[config.mk]
export PLATFORM = sky130hd
export DESIGN_NAME = pipelined_gate_n_inputs
export DESIGN_NICKNAME = d
export VERILOG_FILES = /design/src/rtl/gate_pkg.sv /design/src/rtl/gate_reduce_n.sv /design/src/rtl/pipelined_gate_n_inputs.sv
export SDC_FILE = /design/constraint.sdc
export NUM_CORES = 1
export LEC_CHECK = 0
export CAP_MARGIN = 20
export CORE_MARGIN = 2
export CORE_UTILIZATION = 44
export CTS_CLUSTER_DIAMETER = 30
export CTS_CLUSTER_SIZE = 10
export DETAILED_ROUTE_END_ITERATION = 12
export MAX_ROUTING_LAYER = met4
export PLACE_DENSITY_LB_ADDON = 0.2
export SLEW_MARGIN = 20
export SYNTH_ARGS = -nofsm -noshare
export SYNTH_HDL_FRONTEND = slang
export SYNTH_SLANG_ARGS = --single-unit
export TNS_END_PERCENT = 20
[constraint.sdc]
create_clock -name Clock -period 1.8 [get_ports Clock]
set_input_delay 0.27 -clock Clock [delete_from_list [all_inputs] [get_ports Clock]]
set_output_delay 0.27 -clock Clock [all_outputs]
set_load 0.02 [all_outputs]
[src/rtl/gate_pkg.sv]
// rtl/gate_pkg.sv - op codes, op type and legality check shared by the n-input gate
package gate_pkg;

  typedef logic [2:0] op_t;

  localparam op_t OP_AND  = 3'd0;
  localparam op_t OP_NAND = 3'd1;
  localparam op_t OP_OR   = 3'd2;
  localparam op_t OP_NOR  = 3'd3;
  localparam op_t OP_XOR  = 3'd4;
  localparam op_t OP_XNOR = 3'd5;

  function automatic logic op_is_legal(input op_t op);
    return (op <= OP_XNOR);
  endfunction

endpackage

[src/rtl/gate_reduce_n.sv]
// rtl/gate_reduce_n.sv - combinational bitwise reduction of NrOfInputs buses under a selectable op
module gate_reduce_n
  import gate_pkg::*;
#(
  parameter int unsigned NrOfInputs = 5,
  parameter int unsigned BitWidth   = 1
) (
  input  logic [NrOfInputs*BitWidth-1:0] operands,
  input  op_t                            op,
  output logic [BitWidth-1:0]            result
);

  logic [BitWidth-1:0] and_acc;
  logic [BitWidth-1:0] or_acc;
  logic [BitWidth-1:0] xor_acc;

  always_comb begin
    and_acc = '1;
    or_acc  = '0;
    xor_acc = '0;
    for (int i = 0; i < NrOfInputs; i++) begin
      and_acc = and_acc & operands[i*BitWidth +: BitWidth];
      or_acc  = or_acc  | operands[i*BitWidth +: BitWidth];
      xor_acc = xor_acc ^ operands[i*BitWidth +: BitWidth];
    end
  end

  // Illegal codes never reach here (the op register rejects them); zero is a safe fallback.
  always_comb begin
    result = '0;
    case (op)
      OP_AND:  result = and_acc;
      OP_NAND: result = ~and_acc;
      OP_OR:   result = or_acc;
      OP_NOR:  result = ~or_acc;
      OP_XOR:  result = xor_acc;
      OP_XNOR: result = ~xor_acc;
      default: result = '0;
    endcase
  end

endmodule

[src/rtl/pipelined_gate_n_inputs.sv]
// rtl/pipelined_gate_n_inputs.sv - two-stage valid/ready pipelined n-input gate with runtime op select
module pipelined_gate_n_inputs
  import gate_pkg::*;
#(
  parameter int unsigned           NrOfInputs  = 5,
  parameter int unsigned           BitWidth    = 1,
  parameter logic [NrOfInputs-1:0] BubblesMask = '0,
  parameter op_t                   DefaultOp   = OP_NAND
) (
  input  logic                           Clock,
  input  logic                           Reset,
  input  logic [2:0]                     Op_Sel,
  input  logic                           Op_Load,
  output logic                           Op_Err,
  input  logic                           In_Valid,
  output logic                           In_Ready,
  input  logic [NrOfInputs*BitWidth-1:0] Inputs,
  output logic                           Out_Valid,
  input  logic                           Out_Ready,
  output logic [BitWidth-1:0]            Result,
  output logic [15:0]                    Xfer_Count
);

  localparam int unsigned FlatW = NrOfInputs * BitWidth;

  op_t                 op_q,          op_d;
  logic                op_err_q,      op_err_d;
  logic                s1_valid_q,    s1_valid_d;
  logic [FlatW-1:0]    s1_data_q,     s1_data_d;
  op_t                 s1_op_q,       s1_op_d;
  logic                s2_valid_q,    s2_valid_d;
  logic [BitWidth-1:0] s2_result_q,   s2_result_d;
  logic [15:0]         xfer_count_q,  xfer_count_d;

  logic                s2_ready;
  logic                s1_ready;
  logic                accept;
  logic                s1_advance;
  logic                out_fire;
  logic [FlatW-1:0]    bubble_flat;
  logic [BitWidth-1:0] reduce_result;

  for (genvar g = 0; g < NrOfInputs; g++) begin : g_bubble
    assign bubble_flat[g*BitWidth +: BitWidth] = {BitWidth{BubblesMask[g]}};
  end

  // Ready ripples backwards from the consumer; nothing here looks at In_Valid.
  always_comb begin
    s2_ready   = !s2_valid_q || Out_Ready;
    s1_ready   = !s1_valid_q || s2_ready;
    accept     = In_Valid && s1_ready;
    s1_advance = s1_valid_q && s2_ready;
    out_fire   = s2_valid_q && Out_Ready;
  end

  gate_reduce_n #(
    .NrOfInputs (NrOfInputs),
    .BitWidth   (BitWidth)
  ) u_reduce (
    .operands (s1_data_q),
    .op       (s1_op_q),
    .result   (reduce_result)
  );

  always_comb begin
    op_d     = op_q;
    op_err_d = 1'b0;
    if (Op_Load) begin
      if (op_is_legal(Op_Sel)) begin
        op_d = Op_Sel;
      end else begin
        op_err_d = 1'b1;
      end
    end
  end

  // Stage 1 samples op_q, not op_d, so a same-cycle Op_Load only affects later accepts.
  always_comb begin
    s1_valid_d = s1_valid_q;
    s1_data_d  = s1_data_q;
    s1_op_d    = s1_op_q;
    if (accept) begin
      s1_valid_d = 1'b1;
      s1_data_d  = Inputs ^ bubble_flat;
      s1_op_d    = op_q;
    end else if (s1_advance) begin
      s1_valid_d = 1'b0;
    end
  end

  always_comb begin
    s2_valid_d  = s2_valid_q;
    s2_result_d = s2_result_q;
    if (s2_ready) begin
      s2_valid_d = s1_valid_q;
    end
    if (s1_advance) begin
      s2_result_d = reduce_result;
    end
  end

  always_comb begin
    xfer_count_d = xfer_count_q;
    if (out_fire) begin
      xfer_count_d = xfer_count_q + 16'd1;
    end
  end

  always_ff @(posedge Clock) begin
    if (Reset) begin
      op_q         <= DefaultOp;
      op_err_q     <= 1'b0;
      s1_valid_q   <= 1'b0;
      s1_data_q    <= '0;
      s1_op_q      <= DefaultOp;
      s2_valid_q   <= 1'b0;
      s2_result_q  <= '0;
      xfer_count_q <= 16'd0;
    end else begin
      op_q         <= op_d;
      op_err_q     <= op_err_d;
      s1_valid_q   <= s1_valid_d;
      s1_data_q    <= s1_data_d;
      s1_op_q      <= s1_op_d;
      s2_valid_q   <= s2_valid_d;
      s2_result_q  <= s2_result_d;
      xfer_count_q <= xfer_count_d;
    end
  end

  assign Op_Err     = op_err_q;
  assign In_Ready   = s1_ready;
  assign Out_Valid  = s2_valid_q;
  assign Result     = s2_result_q;
  assign Xfer_Count = xfer_count_q;

endmodule

======== Word level (Yosys, flattened, before mapping) ========
Index checks and enable logic that the tools add are counted.
storage, ports and cells
  bits in registers ....................... 31
  output and inout port bits .............. 20
  word-level logic and storage cells ...... 46
operators by class
  add/sub/neg operators ................... 1
  order comparisons ....................... 1
  equality and inequality tests ........... 5
  multiplexer cells ....................... 4
  bitwise operators ....................... 16
  reduce and logical (&&, ||, !) cells .... 11
operator list
  kind                   number
  $add 16x1->16 const B  1
  $eq 3x2->1 const B     2
  $eq 3x3->1 const B     2
  $pmux 1 s6             1
  $and 1x1->1            4
  $not 1->1              4
  $or 1x1->1             4
  $xor 1x1->1            4
  $eq 3x1->1 const B     1
  $le 3x3->1 const B     1
  $logic_and 1x1->1      3
  $logic_not 3->1        1
  $mux 1                 3
  $logic_not 1->1        2
  $logic_or 1x1->1       2
  $reduce_and 2->1       1
  $reduce_bool 2->1      1
  $reduce_or 2->1        1

======== Depth between registers and ports, before layout ========
  depth in word-level cells ............... 6
  depth in mapped cells ................... 6

======== Modules after synthesis ========
Synthesis repeated with hierarchy kept, for this count alone.
second synthesis, totals
  cells, all modules ...................... 158
  area, all modules ....................... 1373.8 um2
by module, submodules not included
  module                   instances  cells each  area each (um2)  seq. area each (um2)
  pipelined_gate_n_inputs  1          144         1246.2           620.6
  gate_reduce_n            1          14          127.6            0.0

======== Worst setup path before layout ========
Ideal clock, no wire load.
  path type ............................... register -> register
  start ................................... register s2_valid_q, in the netlist Out_Valid
  end ..................................... register xfer_count_q[15], in the netlist Xfer_Count[15]
  library setup time ...................... 71 ps
  arrival time ............................ 1888 ps
  setup slack ............................. -159 ps
  stages on the path, launching flop included .. 6
  buffers on the path ..................... 1
  period minus slack after synthesis ...... 1959 ps
  cells stage by stage .................... dfxtp_1 -> nand3_2 -> or4_1 -> buf_2 -> or4_1 -> a21oi_1
between the ends
  cells in the longest elaborated chain, start to end .. 1
RTL lines
  item                    line                            text
  start, declared         pipelined_gate_n_inputs.sv:31   logic s2_valid_q, s2_valid_d;
  start signal, assigned  pipelined_gate_n_inputs.sv:125  s2_valid_q <= s2_valid_d;
  $logic_and 1x1->1       pipelined_gate_n_inputs.sv:53   out_fire = s2_valid_q && Out_Ready;
  end signal, assigned    pipelined_gate_n_inputs.sv:127  xfer_count_q <= xfer_count_d;
  end, declared           pipelined_gate_n_inputs.sv:33   logic [15:0] xfer_count_q, xfer_count_d;
No other way between the ends.
A chain may end at the register's enable or synchronous reset.

======== Worst setup path after layout ========
  start ................................... register xfer_count_q[2], in the netlist Xfer_Count[2]
  end ..................................... register xfer_count_q[15], in the netlist Xfer_Count[15]
between the ends
  cells in the longest elaborated chain, start to end .. 1
RTL lines
  item           line                            text
  $add 16x1->16  pipelined_gate_n_inputs.sv:105  xfer_count_d = xfer_count_q + 16'd1;
No other way between the ends.

==> results.ini <==
[yosys]
synth_area_um2=1380
synth_area_leader_cell=dfxtp_1
synth_edf_count=0
synth_most_common_cell=dfxtp_1
synth_top_area_share_pct=44.97
synth.ff_latch_count=31
yosysWarnings=0
yosysSeqAreaShare_pct=44.97
async_reset_ff_share_pct=0
ys_types=36
synthFlopType=dfxtp_1
synthTopCellsByArea=dfxtp_1, a21oi_1, nand3_1
synth_nets=176
synthCells=160
ys_top_cells_by_count=dfxtp_1, a21oi_1, nand2_1
avgSynthCellArea_um2=8.625

[sta]
period_needed_ns=1.751
slew_viol_final=0
hold_viol=0
setup_viol=0
skew_ns=0.007124
slew_headroom_pct=76.14
finalCritPeriodShare_pct=97.29
final.setup.worst_slack_ns=0.04885
fmax_mhz=571.1
tns_ns=0
tightest_slew_ns=0.3567

[critical_path]
crit_required_ns=2.08
cpMostUsedCell=or4_4
end_kind=register
path_max_fanout=7
worst-r2r-setup-slack_ns=0.05
slowest_stage=or4_4
crit_buf_inv=0
max_stage_delay_ns=0.58
path_class=reg -> reg
crit_chain=nand3_2 > or4_4 > or4_4 > a21oi_2
cp.arrival_ns=2.03
path_delay_family=simple AND/OR/NAND/NOR gates
crit_path_start_kind=register

[global_route]
antenna_found_initial=0
grt_first_pass_wirelength_mm=5.181
grt_max_degree=17
grt_overflow=0
grt_pass1_vias=1242
grt_usage_pct=19.92

[route]
via_per_inst=5.099
routed-wl-met2_mm=1.484
drt-total-wl_mm=3.152
dr.max_layer_used=met4
met1Wirelength_mm=1.451
vias=1285
route.met3.wl_um=174
firstDrtPassIters=4
drc=0
drtAntennaViolNets=0
drt_iter0_markers=60
avgRoutedWirePerCell_um=12.51

[die]
core_area_um2=3028
die_x_um=60.01
ios=33
die_area_um2=3601
row_count=20
die_y_um=60.01
start_util_pct=45.58

[placement]
pre_cts_slack_ns=-0.4219
port_buffers=32
place_congestion=0.7289
hpwl_mm=2.271

[power]
finalPower_w=0.001328
power_density_nw_per_um2=685.5
leakagePower_nw=0.7109
ir_worst_vdd_mv=0.5281

[cts]
clk_latency_ns=0.34
root_buffer=clkbuf_4
clkSinkCount=31
cts_buffer_depth=2
path_clk_slew_ns=0.10
cts_tree=yes
cts_made_buffers=5
cts_htree_levels=2

[finish]
diodes=0
fill_cells=280
syn2layout_area_growth_pct=40.34
num-nets-final=223
multiInputGateArea_um2=724.4
register_area_um2=635.6
drive_gt1_share_pct=19.23

[worst_hold_path]
hold_path_class=in -> reg

[status]
status=finished clean

[flow_run]
cap_violations=0

## state kept, by name, indices dropped and copies added (netlist names)
name        cells
Out_Valid       1
s1_data_q       5
Xfer_Count     16
op_q            3
s1_op_q         3
Op_Err          1
Result          1
s1_valid_q      1
## final cells by class
class | count | share of cell area [%]
multi-input cells | 116 | 37.40
flip-flops and latches | 31 | 32.82
repair buffers | 46 | 22.03
clock buffers | 8 | 3.553
well taps | 44 | 2.842
inverters | 7 | 1.357
## final timing paths
check	from	endpoint	cells past startpoint
worst max-delay path	Xfer_Count[2]	Xfer_Count[15]	4
worst min-delay path	Out_Ready	Xfer_Count[1]	4
worst max register to register	Xfer_Count[2]	Xfer_Count[15]	4
worst min register to register	op_q[2]	s1_op_q[2]	2
## layout by cell type (no fill, tap or decap), types with 2 or more instances in the layout
cell	n
nand3_1	13
dfxtp_4	2
or3_2	4
ha_1	3
dfxtp_1	23
nand2_1	17
clkbuf_8	2
nand4_1	4
clkdlybuf4s50_1	30
nor2b_1	2
nor2_1	13
a21oi_1	15
inv_1	7
and4_1	2
xor2_1	6
nand3b_1	2
xnor2_1	5
nor3_1	5
o21ai_0	5
clkbuf_4	5
a21oi_2	2
buf_4	14
or4_4	2
dfxtp_2	6
## routing by layer
layer | up-vias | track usage [%]
met1 | 589 | 25.40
met2 | 33 | 29.66
met3 | 4 | 5.844
met4 | 0 | 7.619
li1 | 659 | -
met5 | - | -
## cells by family (layout without fill, tap and decap cells)
family	after synthesis	in the layout	share of synthesized area, %
xor+xnor	12	12	8.613
simple gates	73	73	28.29
compound gates	27	27	11.06
flops	31	31	44.97
fa+ha+maj	3	3	2.720
mux	1	1	0.7253
buf+inv	13	61	3.626
## repair_timing
| item | in CTS | in global routing |
|---|---|---|
| hold buffers | 0 | 0 |
| endpoints found under the setup margin | 5 | 3 |
| gates resized for setup | 2 | 4 |
| buffers inserted | 0 | 1 |
| pin swaps | 0 | 1 |
## where the power goes
| group | switching, W | leakage, nW | internal, W |
|---|---|---|---|
| combinational | 0.0000616 | 0.415 | 0.0000749 |
| sequential | 0.0000176 | 0.257 | 0.000703 |
| clock | 0.000240 | 0.0386 | 0.000230 |
| total | 0.000320 | 0.711 | 0.00101 |
## worst reg2reg max path, delay by kind of cell (launching register included)
| kind | cells | cell delay [ns] |
|---|---|---|
| and+or+nand+nor | 3 | 1.18 |
| DFF | 1 | 0.38 |
| AOI/OAI and AO/OA | 1 | 0.15 |
## stage by stage
step,hold WS (ns),util [%],instances,area [um^2]
2_1_floorplan,0.3764,-,160,1395
3_3_place_gp,0.4544,60.91,243,1844
4_1_cts,0.4760,63.26,251,1916
6_report,0.4013,63.97,252,1937
5_1_grt,0.4006,63.97,252,1937
3_5_place_dp,0.4627,60.91,243,1844
Power figures use the tool's default switching activity.
